[config.mk]
export PLATFORM = sky130hd
export DESIGN_NAME = pipe_bar
export DESIGN_NICKNAME = d
export VERILOG_FILES = /design/src/rtl/pipe_bar.sv
export SDC_FILE = /design/constraint.sdc
export NUM_CORES = 1
export LEC_CHECK = 0
export ABC_AREA = 1
export CAP_MARGIN = 10
export CORE_UTILIZATION = 45
export DETAILED_ROUTE_END_ITERATION = 10
export PLACE_DENSITY = 0.76
export SLEW_MARGIN = 20
export SYNTH_ARGS = -nofsm -noshare
export SYNTH_HDL_FRONTEND = slang
export SYNTH_SLANG_ARGS = --single-unit
[constraint.sdc]
create_clock -name clk -period 5.9 [get_ports clk]
set_input_delay 0.59 -clock clk [delete_from_list [all_inputs] [get_ports clk]]
set_output_delay 0.59 -clock clk [all_outputs]
set_load 0.05 [all_outputs]
[src/rtl/pipe_bar.sv]
// Pipeline barrier register with valid/ready handshake and 2-entry skid.
// Carries pc/instr/side between stages; flush and reset leave a NOP bubble.
module pipe_bar #(
  parameter int unsigned PC_WIDTH    = 64,
  parameter int unsigned INSTR_WIDTH = 32,
  parameter int unsigned SIDE_WIDTH  = 8,
  parameter logic [INSTR_WIDTH-1:0] NOP_INSTR =
    INSTR_WIDTH'(32'h0000_0013)
) (
  input  logic                   clk,
  input  logic                   reset,
  input  logic                   step,
  input  logic                   flush,
  input  logic                   in_valid,
  output logic                   in_ready,
  input  logic [PC_WIDTH-1:0]    in_pc,
  input  logic [INSTR_WIDTH-1:0] in_instr,
  input  logic [SIDE_WIDTH-1:0]  in_side,
  output logic                   out_valid,
  input  logic                   out_ready,
  output logic [PC_WIDTH-1:0]    out_pc,
  output logic [INSTR_WIDTH-1:0] out_instr,
  output logic [SIDE_WIDTH-1:0]  out_side,
  output logic [1:0]             occupancy
);

  typedef struct packed {
    logic [PC_WIDTH-1:0]    pc;
    logic [INSTR_WIDTH-1:0] instr;
    logic [SIDE_WIDTH-1:0]  side;
  } ent_t;

  typedef enum logic [1:0] {
    EMPTY = 2'd0,
    ONE   = 2'd1,
    FULL  = 2'd2
  } state_t;

  state_t state, state_nxt;
  ent_t   main_q, main_d;
  ent_t   skid_q, skid_d;
  ent_t   in_ent, bubble;
  logic   accept, pop;

  assign bubble.pc    = '0;
  assign bubble.instr = NOP_INSTR;
  assign bubble.side  = '0;

  assign in_ent.pc    = in_pc;
  assign in_ent.instr = in_instr;
  assign in_ent.side  = in_side;

  // Handshake flags decode registered state only
  assign in_ready  = (state != FULL);
  assign out_valid = (state != EMPTY);
  assign accept    = in_valid & in_ready & step;
  assign pop       = out_valid & out_ready & step;

  assign out_pc    = main_q.pc;
  assign out_instr = main_q.instr;
  assign out_side  = main_q.side;
  assign occupancy = state;

  // Next-state and storage update; flush overrides everything
  always_comb begin
    state_nxt = state;
    main_d    = main_q;
    skid_d    = skid_q;
    if (flush) begin
      state_nxt = EMPTY;
      main_d    = bubble;
    end else begin
      unique case (state)
        EMPTY: begin
          if (accept) begin
            state_nxt = ONE;
            main_d    = in_ent;
          end
        end
        ONE: begin
          if (accept && pop) begin
            main_d = in_ent;
          end else if (accept) begin
            state_nxt = FULL;
            skid_d    = in_ent;
          end else if (pop) begin
            state_nxt = EMPTY;
            main_d    = bubble;
          end
        end
        FULL: begin
          if (pop) begin
            state_nxt = ONE;
            main_d    = skid_q;
          end
        end
        default: begin
          state_nxt = EMPTY;
          main_d    = bubble;
        end
      endcase
    end
  end

  // State and entry registers, cleared asynchronously
  always_ff @(posedge clk or posedge reset) begin
    if (reset) begin
      state  <= EMPTY;
      main_q <= bubble;
      skid_q <= '0;
    end else begin
      state  <= state_nxt;
      main_q <= main_d;
      skid_q <= skid_d;
    end
  end

endmodule

==> flow_summary.yaml, run 1 <==
status:
  status: "complete, no violations"
sta:
  setup_viol: 0
  setup_tns_ns: 0
  max_clock_freq_ghz: 0.359
  setup_ws_ns: 3.12
  maxSlewViolCount: 0
  hold_viol: 0
  worst_slew_pin_slew_ns: 0.832
  fin_crit_ns: 2.78
  slew_headroom_pct: 44.5
  skew_ns: 0.00647
  timing.final.crit_share_pct: 47.2
  rsz0062_at_grt: "false"
cts:
  cts_tree: "built"
  postCtsSetupBuffers: 0
  insertion_delay_ns: 0.50
  clk_pin_slew_ns: 0.06
  cts_resized: 0
  cts.htree.levels: 1
  clock_sinks: 210
  ctsHoldBuffers: 0
  root_buffer: "clkbuf_16"
  clk_path_buf_depth: 3
  cts_buffers: 23
critical_path:
  critPathMaxFanout: 7
  start_kind: "flop"
  path_class: "flop to output port"
  cp.required_ns: 5.31
  critPathCaptureType: "output port"
  rr_startpoint: "occupancy[1]$_DFFE_PP0P_"
  cp-startpoint: "occupancy[1]$_DFFE_PP0P_"
  arrival_ns: 2.19
power_and_ir_drop:
  switching_share_pct: 35.2
  p_sw_uw: 1750
  total_leakage_power_uw: 0.00670
  pwr-share-clk_pct: 29.5
  p_comb_share_pct: 28.8
  p_int_uw: 3220
  irDropWorstVdd_uv: 236
  power_frac_seq_pct: 41.7
  p_per_area_mw_per_mm2: 398
synthesis:
  synth.most_common_cell: "nand2_1"
  synth_ff_type: "dfrtp_1"
  synth_top_area_cell: "dfrtp_1"
  synth_top_area_share_pct: 55.2
  yosysUniqueCellTypes: 19
  synth-edff-count: 0
  ys_seq_area_share_pct: 56.1
  syn_area_mm2: 0.00938
  synth-async-reset-ratio_pct: 100
  avgSynthCellArea_um2: 7.43
  synth_top_cells_by_area: "dfrtp_1, nand2_1, buf_2"
  yosys_warnings: 0
  ys_seq_elements: 210
  syn-num-nets: 1372
  synthCells: 1262
  ys_top_cells_by_count: "nand2_1, dfrtp_1, buf_2"
routing:
  wl_met3_mm: 1.75
  postRouteWirelength_mm: 23.8
  routed.top_layer: "met4"
  drcViolationCount: 0
  first_iter_violations: 555
  wl_met2_mm: 11.2
  dr.pass1.iters: 5
  vias_per_cell: 4.89
  wl_met1_mm: 10.5
  vias: 8471
  antenna_left: 0
  wl_per_cell_um: 13.8
floorplan:
  die_w_um: 146
  fp.dieH_um: 146
  design.die.area_mm2: 0.0214
  core_mm2: 0.0203
  io_pins: 218
  row_count: 52
  initial_core_util_pct: 46.2
place:
  port_buffers: 217
  hpwl_mm: 14.3
  place_ws_ns: 2.93
  gp_congestion: 0.800
global_route:
  grt-ovfl-total: 0
  grt_pass1_wl_mm: 40.1
  grt_antenna_before_repair: 0
  track_usage_pct: 22.6
  grt_pass1_vias: 8114
  grt_start_max_net_pins: 107
worst_hold_path:
  hp-class: "flop to flop"
  holdCritStartpoint: "out_instr[4]$_DFFE_PP1P_"
final_layout:
  drive_gt1_share_pct: 4.24
  antenna-diode-count: 0
  areaGrowthSynthToFinish_pct: 33.0
  fin_nets: 1558
flow_run:
  maxCapViolCount: 0
through the flow:
stage	total power [uW]	utilization [%]	hold slack, ns	instances	area (um^2)
floorplan	3020	-	0.442	1262	9380
global placement	3480	57.4	0.453	1692	11600
detailed placement	3520	57.5	0.458	1693	11700
CTS	5010	61.4	0.470	1732	12500
global route	5250	61.4	0.491	1732	12500
finish	4970	61.4	0.468	1732	12500
metal layers:
layer / GRT usage, % / up-vias
met5: 0 / -
met4: 5.68 / 0
met3: 4.47 / 38
met2: 36.5 / 298
met1: 31.4 / 3999
li1: - / 4136
layout make-up:
type / count / area (um^2)
well taps: 270 / 338
inverters: 14 / 57.6
flip-flops and latches: 210 / 5260
clock inverters: 7 / 93.8
repair buffers: 227 / 2290
fillers: 1791 / 7830
clock buffers: 32 / 689
multi-input cells: 972 / 3740
power groups by stage:
stage	Sequential [uW]	Clock, uW	Combinational (uW)
after floorplan	2460	0	556
after global placement	2080	0	1410
after detailed placement	2080	0	1440
after CTS	2070	1490	1450
after global routing	2120	1560	1570
final	2070	1470	1430
flip-flops by register name, summed over array words and instances (netlist names):
register	count
out_side	8
occupancy	2
out_instr	32
skid_q	104
out_pc	64
cell families (layout without fill, tap and decap cells):
family / after synthesis / after routing / share of synthesized area, %
AND/OR/NAND/NOR: 966 / 966 / 39.1
flip-flops: 210 / 210 / 56.1
buffers and inverters: 80 / 280 / 4.44
AO/OA/AOI/OAI: 6 / 6 / 0.334
critical path, cell delays in order (launching register included):
cell and delay [ns]:
dfrtp_1 0.53, nor2_2 0.13, inv_1 0.19, clkdlybuf4s50_1 0.85
path summary, 6_finish.rpt:
path	depth (start not counted)	to	slack, ns
min in group asynchronous	2	out_pc[37]$_DFFE_PP0P_	0.50
setup reg to reg	9	skid_q[93]$_DFFE_PP0P_	3.34
hold / removal	2	out_instr[4]$_DFFE_PP1P_	0.47
max in group asynchronous	3	out_instr[1]$_DFFE_PP1P_	4.58
hold reg to reg	2	out_instr[4]$_DFFE_PP1P_	0.47
setup / recovery	3	out_valid	3.12
cells in the final DEF (no fill, tap or decap), types with 3 or more instances in the layout:
| cell type | synthesis | routed |
|---|---|---|
| clkdlybuf4s50_1 | 0 | 217 |
| clkinvlp_4 | 0 | 3 |
| dfrtp_1 | 207 | 207 |
| nor2_1 | 5 | 4 |
| clkbuf_8 | 0 | 8 |
| clkbuf_16 | 0 | 23 |
| nand2_1 | 945 | 944 |
| buf_4 | 16 | 5 |
| o21ai_0 | 4 | 4 |
| clkinv_2 | 0 | 3 |
| inv_1 | 12 | 11 |
| buf_12 | 0 | 3 |
| nand3_1 | 8 | 8 |
| nor2_4 | 2 | 4 |
| dfstp_2 | 3 | 3 |
Power figures use the tool's default switching activity.
==> run 2: changes to the inputs <==
==> constraint.sdc (replaced) <==
create_clock -name clk -period 2.3 [get_ports clk]
set_input_delay 0.23 -clock clk [delete_from_list [all_inputs] [get_ports clk]]
set_output_delay 0.23 -clock clk [all_outputs]
set_load 0.05 [all_outputs]
==> flow_summary.yaml, run 2 (synthesized netlist as in run 1, its figures left out) <==
status:
  status: "complete, no violations"
sta:
  skew_ns: 0.0133
  setup_tns_ns: 0
  slew_headroom_pct: 53.8
  fin_crit_ns: 2.12
  maxSlewViolCount: 0
  hold_viol: 0
  max_clock_freq_ghz: 0.472
  setup_viol: 0
  worst_slew_pin_slew_ns: 0.691
  rsz0062_at_grt: "false"
  timing.final.crit_share_pct: 92.2
final_layout:
  fillCellCount: 1790
  final_common_cell: "nand2_1"
  largest-register: "skid_q"
  final_cell_mix: "nand2_1, clkdlybuf4s50_1, dfrtp_1, clkbuf_16, buf_12"
  fin_nets: 1569
  largest_reg_flops: 104
  final_core_util_pct: 62.5
  antenna-diode-count: 0
  drive_gt1_share_pct: 4.95
  areaGrowthSynthToFinish_pct: 35.2
  stdcell_count: 1746
routing:
  first_iter_violations: 552
  vias_per_cell: 4.84
  wl_per_cell_um: 13.9
  postRouteWirelength_mm: 24.3
  dr.pass1.iters: 8
  antenna_left: 0
  drcViolationCount: 0
  vias: 8457
floorplan:
  core_mm2: 0.0203
  fp.dieH_um: 146
  design.die.area_mm2: 0.0214
  die_w_um: 146
  io_pins: 218
  initial_core_util_pct: 46.2
  row_count: 52
cts:
  cts_tree: "built"
  root_buffer: "clkbuf_16"
  clock_sinks: 210
  ctsHoldBuffers: 0
  cts.htree.levels: 1
  clk_path_buf_depth: 3
  clk_pin_slew_ns: 0.06
  insertion_delay_ns: 0.51
  cts_buffers: 23
  postCtsSetupBuffers: 0
power_and_ir_drop:
  switching_share_pct: 35.5
  pwr-share-clk_pct: 28.9
  p_comb_share_pct: 29.4
  p_int_uw: 8230
  total_leakage_power_uw: 0.00681
  irDropWorstVdd_uv: 622
  p_sw_uw: 4530
  power_frac_seq_pct: 41.7
  p_per_area_mw_per_mm2: 1010
critical_path:
  critPathMaxFanout: 7
  slowest_delay_ns: 0.87
  critPathCaptureType: "output port"
  path_cells: "clkdlybuf4s50_1"
  timing.critical_path.buf_inv: 1
  path_class: "flop to output port"
  rr_worst_depth: 9
  crit_family: "buffers and inverters"
  cp.required_ns: 2.07
  cp-startpoint: "occupancy[1]$_DFFE_PP0P_"
  rr_startpoint: "occupancy[1]$_DFFE_PP0P_"
  slowest_stage: "clkdlybuf4s50_1"
  r2r_slack_ns: 0.43
  arrival_ns: 1.89
  rr_endpoint: "skid_q[82]$_DFFE_PP0P_"
  start_kind: "flop"
place:
  hpwl_mm: 15.4
  gp_congestion: 0.852
  place_inst: 1704
  port_buffers: 217
flow_run:
  maxCapViolCount: 0
global_route:
  grt_antenna_before_repair: 0
  grt_pass1_wl_mm: 40.7
  track_usage_pct: 23.2
  grt_pass1_vias: 8281
  grt_start_max_net_pins: 107
  grt-ovfl-total: 0
worst_hold_path:
  hp-class: "input pin to asynchronous set/reset pin"
==> run 2: layout make-up <==
type	count	area (um^2)	share of cell area, %
timing repair buffer	238	2530	19.9
multi-input combinational	972	3730	29.4
tap	270	338	2.66
clock buffer	35	701	5.53
clock inverter	7	66.3	0.523
inverter	14	57.6	0.454
sequential	210	5260	41.5
==> run 2: worst max path at each step <==
stage	to	slack (ns)	cells after the start
floorplan	occupancy[0]$_DFFE_PP0P_	-0.66	1
global placement	out_instr[4]$_DFFE_PP1P_	0.38	8
CTS	occupancy[1]	0.16	1
detailed placement	out_instr[4]$_DFFE_PP1P_	0.34	8
global route	in_ready	0.09	3
finish	occupancy[1]	0.18	1
==> run 2: metal layers <==
metal	vias up	global-route usage [%]	wire, um
met4	0	6.46	504
li1	4164	-	-
met2	321	36.7	11200
met5	-	0	0
met1	3936	32.8	10800
met3	36	4.25	1820
==> run 2: timing repair <==
| action | CTS | global route |
|---|---|---|
| setup endpoints to repair | 2 | 0 |
| resized for setup | 2 | 0 |
| hold endpoints to repair | 0 | 0 |
==> run 2: through the flow <==
step                      setup WS [ns]  hold slack (ns)  area [um^2]  total power, uW
after detailed placement          0.336            0.458        11900             9140
after global placement            0.380            0.453        11900             9030
after global routing             0.0861            0.206        12700            13500
after floorplan                  -0.656            0.347         9380             7740
after CTS                         0.158            0.191        12700            12900
final                             0.180            0.182        12700            12800
==> run 2: power by group through the flow <==
stage | logic (uW) | clock network [uW] | registers (uW)
2_1_floorplan | 1430 | 0 | 6310
3_3_place_gp | 3690 | 0 | 5330
3_5_place_dp | 3780 | 0 | 5350
4_1_cts | 3790 | 3750 | 5310
5_1_grt | 4110 | 3900 | 5440
6_report | 3750 | 3690 | 5320
==> run 3: changes to the inputs <==
--- a/config.mk
+++ b/config.mk
@@ -8,6 +8,7 @@
 export ABC_AREA = 1
 export CAP_MARGIN = 10
 export CORE_UTILIZATION = 45
+export CTS_BUF_LIST = sky130_fd_sc_hd__clkbuf_8 sky130_fd_sc_hd__clkbuf_16
 export DETAILED_ROUTE_END_ITERATION = 10
 export PLACE_DENSITY = 0.76
 export SLEW_MARGIN = 20
==> flow_summary.yaml, run 3 (synthesized netlist as in run 1, its figures left out) <==
status:
  status: "complete, no violations"
cts:
  cts.htree.levels: 1
  cts_tree: "built"
  clock_sinks: 210
  cts_resized: 2
  postCtsSetupBuffers: 0
  clk_path_buf_depth: 3
  clk_pin_slew_ns: 0.06
  insertion_delay_ns: 0.51
  root_buffer: "clkbuf_16"
  cts_buffers: 23
  ctsHoldBuffers: 0
critical_path:
  critPathMaxFanout: 6
  path_class: "flop to output port"
  start_kind: "flop"
  cp.required_ns: 2.07
  critPathCaptureType: "output port"
  arrival_ns: 1.90
sta:
  setup_ws_ns: 0.168
  whs_ns: 0.183
  hold_viol: 0
  max_clock_freq_ghz: 0.469
  setup_tns_ns: 0
  skew_ns: 0.0141
  slew_headroom_pct: 53.7
  timing.final.crit_share_pct: 92.7
  setup_viol: 0
  fin_crit_ns: 2.13
  worst_slew_pin_slew_ns: 0.693
  rsz0062_at_grt: "false"
  maxSlewViolCount: 0
flow_run:
  maxCapViolCount: 0
global_route:
  track_usage_pct: 23.2
  grt_start_max_net_pins: 107
  grt_pass1_vias: 8281
  grt_pass1_wl_mm: 40.7
  grt_antenna_before_repair: 0
  grt-ovfl-total: 0
place:
  hpwl_mm: 15.4
  port_buffers: 217
  gp_congestion: 0.852
  place_ws_ns: 0.336
final_layout:
  drive_gt1_share_pct: 4.95
  final_cell_mix: "nand2_1, clkdlybuf4s50_1, dfrtp_1, clkbuf_16, buf_12"
  largest-register: "skid_q"
  final_common_cell: "nand2_1"
  antenna-diode-count: 0
  fillCellCount: 1790
  largest_reg_flops: 104
  areaGrowthSynthToFinish_pct: 35.2
  fin_nets: 1569
  final_core_util_pct: 62.5
floorplan:
  initial_core_util_pct: 46.2
  die_w_um: 146
  design.die.area_mm2: 0.0214
  core_mm2: 0.0203
  fp.dieH_um: 146
  row_count: 52
  io_pins: 218
routing:
  postRouteWirelength_mm: 24.3
  wl_met2_mm: 11.3
  wl_per_cell_um: 13.9
  wl_met1_mm: 10.8
  dr.pass1.iters: 5
  vias_per_cell: 4.84
  drcViolationCount: 0
  routed.top_layer: "met4"
  first_iter_violations: 538
  wl_met3_mm: 1.75
  antenna_left: 0
  vias: 8455
power_and_ir_drop:
  irDropWorstVdd_uv: 622
  total_leakage_power_uw: 0.00683
  p_per_area_mw_per_mm2: 1010
  finalPower_uw: 12700
worst_hold_path:
  hp-class: "input pin to asynchronous set/reset pin"
-- run 3: cell count changes in the layout (fill, tap and decap cells not counted) --
cell      delta
inv_1        +4
clkbuf_1     -4
-- run 3: per-stage QoR --
| step | std cells | instance area, um^2 |
|---|---|---|
| floorplan | 1262 | 9380 |
| global placement | 1704 | 11900 |
| detailed placement | 1704 | 11900 |
| CTS | 1746 | 12700 |
| global route | 1746 | 12700 |
| finish | 1746 | 12700 |
-- run 3: area by class of cell --
cell class | instances | area [um^2] | area share [%]
clock buffer | 31 | 686 | 5.41
clock inverter | 11 | 81.3 | 0.642
inverter | 14 | 57.6 | 0.454
multi-input combinational | 972 | 3730 | 29.4
sequential | 210 | 5260 | 41.5
tap | 270 | 338 | 2.66
timing repair buffer | 238 | 2530 | 19.9
-- run 3: worst paths after layout --
check	from	endpoint	depth (start not counted)	slack (ns)
max in group asynchronous	reset	out_instr[24]$_DFFE_PP0P_	3	1.46
min in group clk	in_pc[59]	skid_q[99]$_DFFE_PP0P_	3	0.30
worst max register to register	occupancy[1]$_DFFE_PP0P_	skid_q[82]$_DFFE_PP0P_	9	0.43
worst min-delay path	reset	out_pc[63]$_DFFE_PP0P_	2	0.18
worst max-delay path	occupancy[0]$_DFFE_PP0P_	in_ready	3	0.17
worst min register to register	out_instr[4]$_DFFE_PP1P_	out_instr[4]$_DFFE_PP1P_	2	0.47
-- run 3: layer usage --
layer / vias up / track usage [%]
met1: 3930 / 32.8
li1: 4165 / -
met5: - / 0
met4: 0 / 6.46
met3: 36 / 4.25
met2: 324 / 36.7
-- run 3: worst max-delay path: stages, from the launching register on --
cell	delay (ns)
dfrtp_1	0.49
inv_1	0.17
nand2_1	0.19
dlygate4sd2_1	0.55
-- run 3: report_power, final --
group | total [uW] | internal (uW) | switching [uW]
Combinational | 3750 | 1290 | 2460
Sequential | 5320 | 4730 | 590
Clock | 3670 | 2190 | 1480
==> RTL edit (settings of run 1) <==
`SIDE_WIDTH`: 8 -> 12.
--- a/src/rtl/pipe_bar.sv
+++ b/src/rtl/pipe_bar.sv
@@ -4,5 +4,5 @@
   parameter int unsigned PC_WIDTH    = 64,
   parameter int unsigned INSTR_WIDTH = 32,
-  parameter int unsigned SIDE_WIDTH  = 8,
+  parameter int unsigned SIDE_WIDTH  = 12,
   parameter logic [INSTR_WIDTH-1:0] NOP_INSTR =
     INSTR_WIDTH'(32'h0000_0013)
Ports: changed (resized in_side and out_side); port bits go from 218 to 226. The function was not compared with the original's and may differ.
==> RTL edit against run 1 <==
Worst setup slack got worse by 0.050 ns; design area rose by 3.3%; global-route usage fell by 0.47 points; non-clock buffer count rose by 4; die area rose by 4.4%; clock skew barely moved; total power rose by 0.32%; area after synthesis rose by 4.5%; synthesized cell count rose by 3.3%; clock power fell by 7%; wire length rose by 1.8%; worst hold slack got worse by 0.0019 ns; sequential cell count rose by 8; critical path depth rose by 5.
==> RTL edit: results (changes against run 1) <==
- The run finished with clean final reports.
- Clock transition at the register clock pins on the worst setup and hold paths after CTS: 0.06 ns (about the same)
* Number of nets in the layout: 1,606 (+3.1%)
* Post-cts gate resize count: 0 (unchanged)
- Placed wire-length estimate: 14,800 µm (+3.3%)
* Filler Cell Count: 1,839 (+2.7%)
- Largest net degree at the start of global routing: 142 (+33%)
- The worst-path maximum fanout came to 76 (+69).
* Slowest Stage Delay on Critical Path: 0.77 ns (-0.08 ns)
* Leakage power of the design: 6.96 nW (+3.8%)
- The global routing usage on met2 was 0.368 (+0.00235).
* Net load switching power: 1.77 mW (+1.2%)
- Register bank with the most flops: skid_q
* Number of levels in the clock H-tree: 1 (unchanged)
* Number of global-route vias before repair: 8,168 (+0.67%)
- Cell class contributing the biggest share of worst-path delay: simple AND/OR/NAND/NOR gates
- The area of combinational cells with multiple inputs is 3600 µm² (-3.6%).
- Vias: 8,461 (-0.12%)
* Count of different cell masters after synthesis: 20 (+1)
- The flip-flop count of the largest register after layout came to 108 (+3.8%).
- The number of iterations in the first detailed-routing pass is 5 (unchanged).
- The global routing usage on met3 came to 0.0320 (-0.0127).
- The number of buffers on the longest clock path came to 3 (unchanged).
- Placer's final routability congestion estimate: 0.884 (+11%)
* Biggest area contributors in the synthesized netlist: dfrtp_1, nand2_1, o21ai_0
- DRT iter0 DRCs: 433 (-22%)
* Latest clock arrival within the worst-skew pair: 0.50 ns (about the same)
- Fraction of final layout cells sized beyond drive strength 1: 0.0306 (-0.0118)
- After global routing, the most crowded layer is met2.
* Worst-Margin Slew: 0.982 ns (+0.150 ns)
* Total routing usage reported by global routing: 0.222 (-0.00466)
- The worst hold path belongs to the class register to register.
* Async set-or-reset flop fraction in the synthesized netlist: 1.00 (unchanged)
* Worst-case vdd ir drop: 0.283 mV (+20%)
* Share of the yosys chip area belonging to registers: 0.557 (-0.00349)
* Number of buffer cells added on primary ports: 225 (+3.7%)
- Wire length of the first global-routing pass: 40,000 µm (-0.17%)
- The proportion of netlist area held by the largest area contributor came to 0.549 (-0.00313).
* Leading post-synthesis cells by instance count: nand2_1, dfrtp_1, inv_1, o21ai_0, buf_2
- Post-CTS setup repair buffer count: 0 (unchanged)
- Worst clock skew: 0.00626 ns (-0.000209 ns)
* Post-detailed-route wirelength per cell: 13.6 µm (-0.95%)
* Met1 capacity usage during global routing: 0.301 (-0.0130)
- The number of buffers created by CTS was 23 (unchanged).
- Antenna violations before repair: 0 (unchanged)
- Post-synthesis net count: 1,418 (+3.4%)
- Max-cap violation count: 0 (unchanged)
- Library cell contributing the largest single delay on the critical path: nor2_4
* Warnings from Yosys: 0 (unchanged)
* Most instantiated flip-flop cell in the synthesis netlist: dfrtp_1
- Clk Tree Root Cell: clkbuf_16
==> RTL edit: cell count changes after synthesis, moves of 2 or more <==
cell	run 1	this run
inv_1	12	116
clkbuf_1	7	23
nor2_2	3	1
dfrtp_1	207	215
nand2_1	945	770
nand3_1	8	5
o21ai_0	4	92
o21ai_1	0	19
buf_4	16	3
buf_1	3	1
==> RTL edit: per-stage QoR <==
| step | total power, mW | hold WS (ns) | instances | instance area [µm²] | setup WS (ns) |
|---|---|---|---|---|---|
| after floorplan | 3.13 | 0.453 | 1304 | 9800 | 2.47 |
| after global placement | 3.61 | 0.456 | 1742 | 12200 | 2.67 |
| after detailed placement | 3.66 | 0.461 | 1742 | 12200 | 2.55 |
| after CTS | 5.03 | 0.471 | 1779 | 12900 | 3.06 |
| after global routing | 5.27 | 0.496 | 1779 | 12900 | 2.83 |
| final | 4.98 | 0.466 | 1780 | 12900 | 3.07 |
==> RTL edit: layer usage <==
layer	vias to the layer above	routed length, µm
met3	39	1340
met1	3909	10800
met2	241	11600
met5	-	0
li1	4272	-
met4	0	485
==> RTL edit: logic make-up after synthesis <==
family,share of synthesized area
buffers and inverters,0.0783
AO/OA/AOI/OAI,0.0584
flip-flops,0.557
AND/OR/NAND/NOR,0.306
==> RTL edit: worst reg2reg max path: stages, from the launching register on <==
cell and delay (ns):
dfrtp_1 0.48, nor2_1 0.31, nor2_1 0.09, inv_1 0.12
nand4_4 0.72, buf_12 0.58, nand2_1 0.27, o21ai_0 0.10
==> RTL edit: final cells by class <==
cell class / instances / area share
flip-flops and latches: 218 / 0.424
multi-input cells: 900 / 0.280
repair buffers: 231 / 0.182
clock buffers: 35 / 0.0505
inverters: 118 / 0.0347
well taps: 275 / 0.0267
clock inverters: 2 / 0.00272
diodes: 1 / 0.000194
==> RTL edit: worst paths after layout <==
| path | from | end | slack (ns) | depth (start not counted) |
|---|---|---|---|---|
| max reg2reg | occupancy[1] | skid_q[28] | 3.09 | 7 |
| max | flush | out_instr[18] | 3.07 | 8 |
| min | out_instr[4] | out_instr[4] | 0.47 | 2 |
| min in group asynchronous | reset | out_pc[47] | 0.64 | 2 |
| max in group asynchronous | reset | skid_q[99] | 3.84 | 3 |
| min reg2reg | out_instr[4] | out_instr[4] | 0.47 | 2 |
==> RTL edit: power by group through the flow <==
| stage | Sequential [mW] | Combinational, mW | Clock [mW] |
|---|---|---|---|
| 4_1_cts | 2.14 | 1.50 | 1.39 |
| 3_5_place_dp | 2.16 | 1.50 | 0 |
| 3_3_place_gp | 2.15 | 1.47 | 0 |
| 5_1_grt | 2.19 | 1.63 | 1.45 |
| 6_report | 2.14 | 1.48 | 1.36 |
| 2_1_floorplan | 2.55 | 0.577 | 0 |
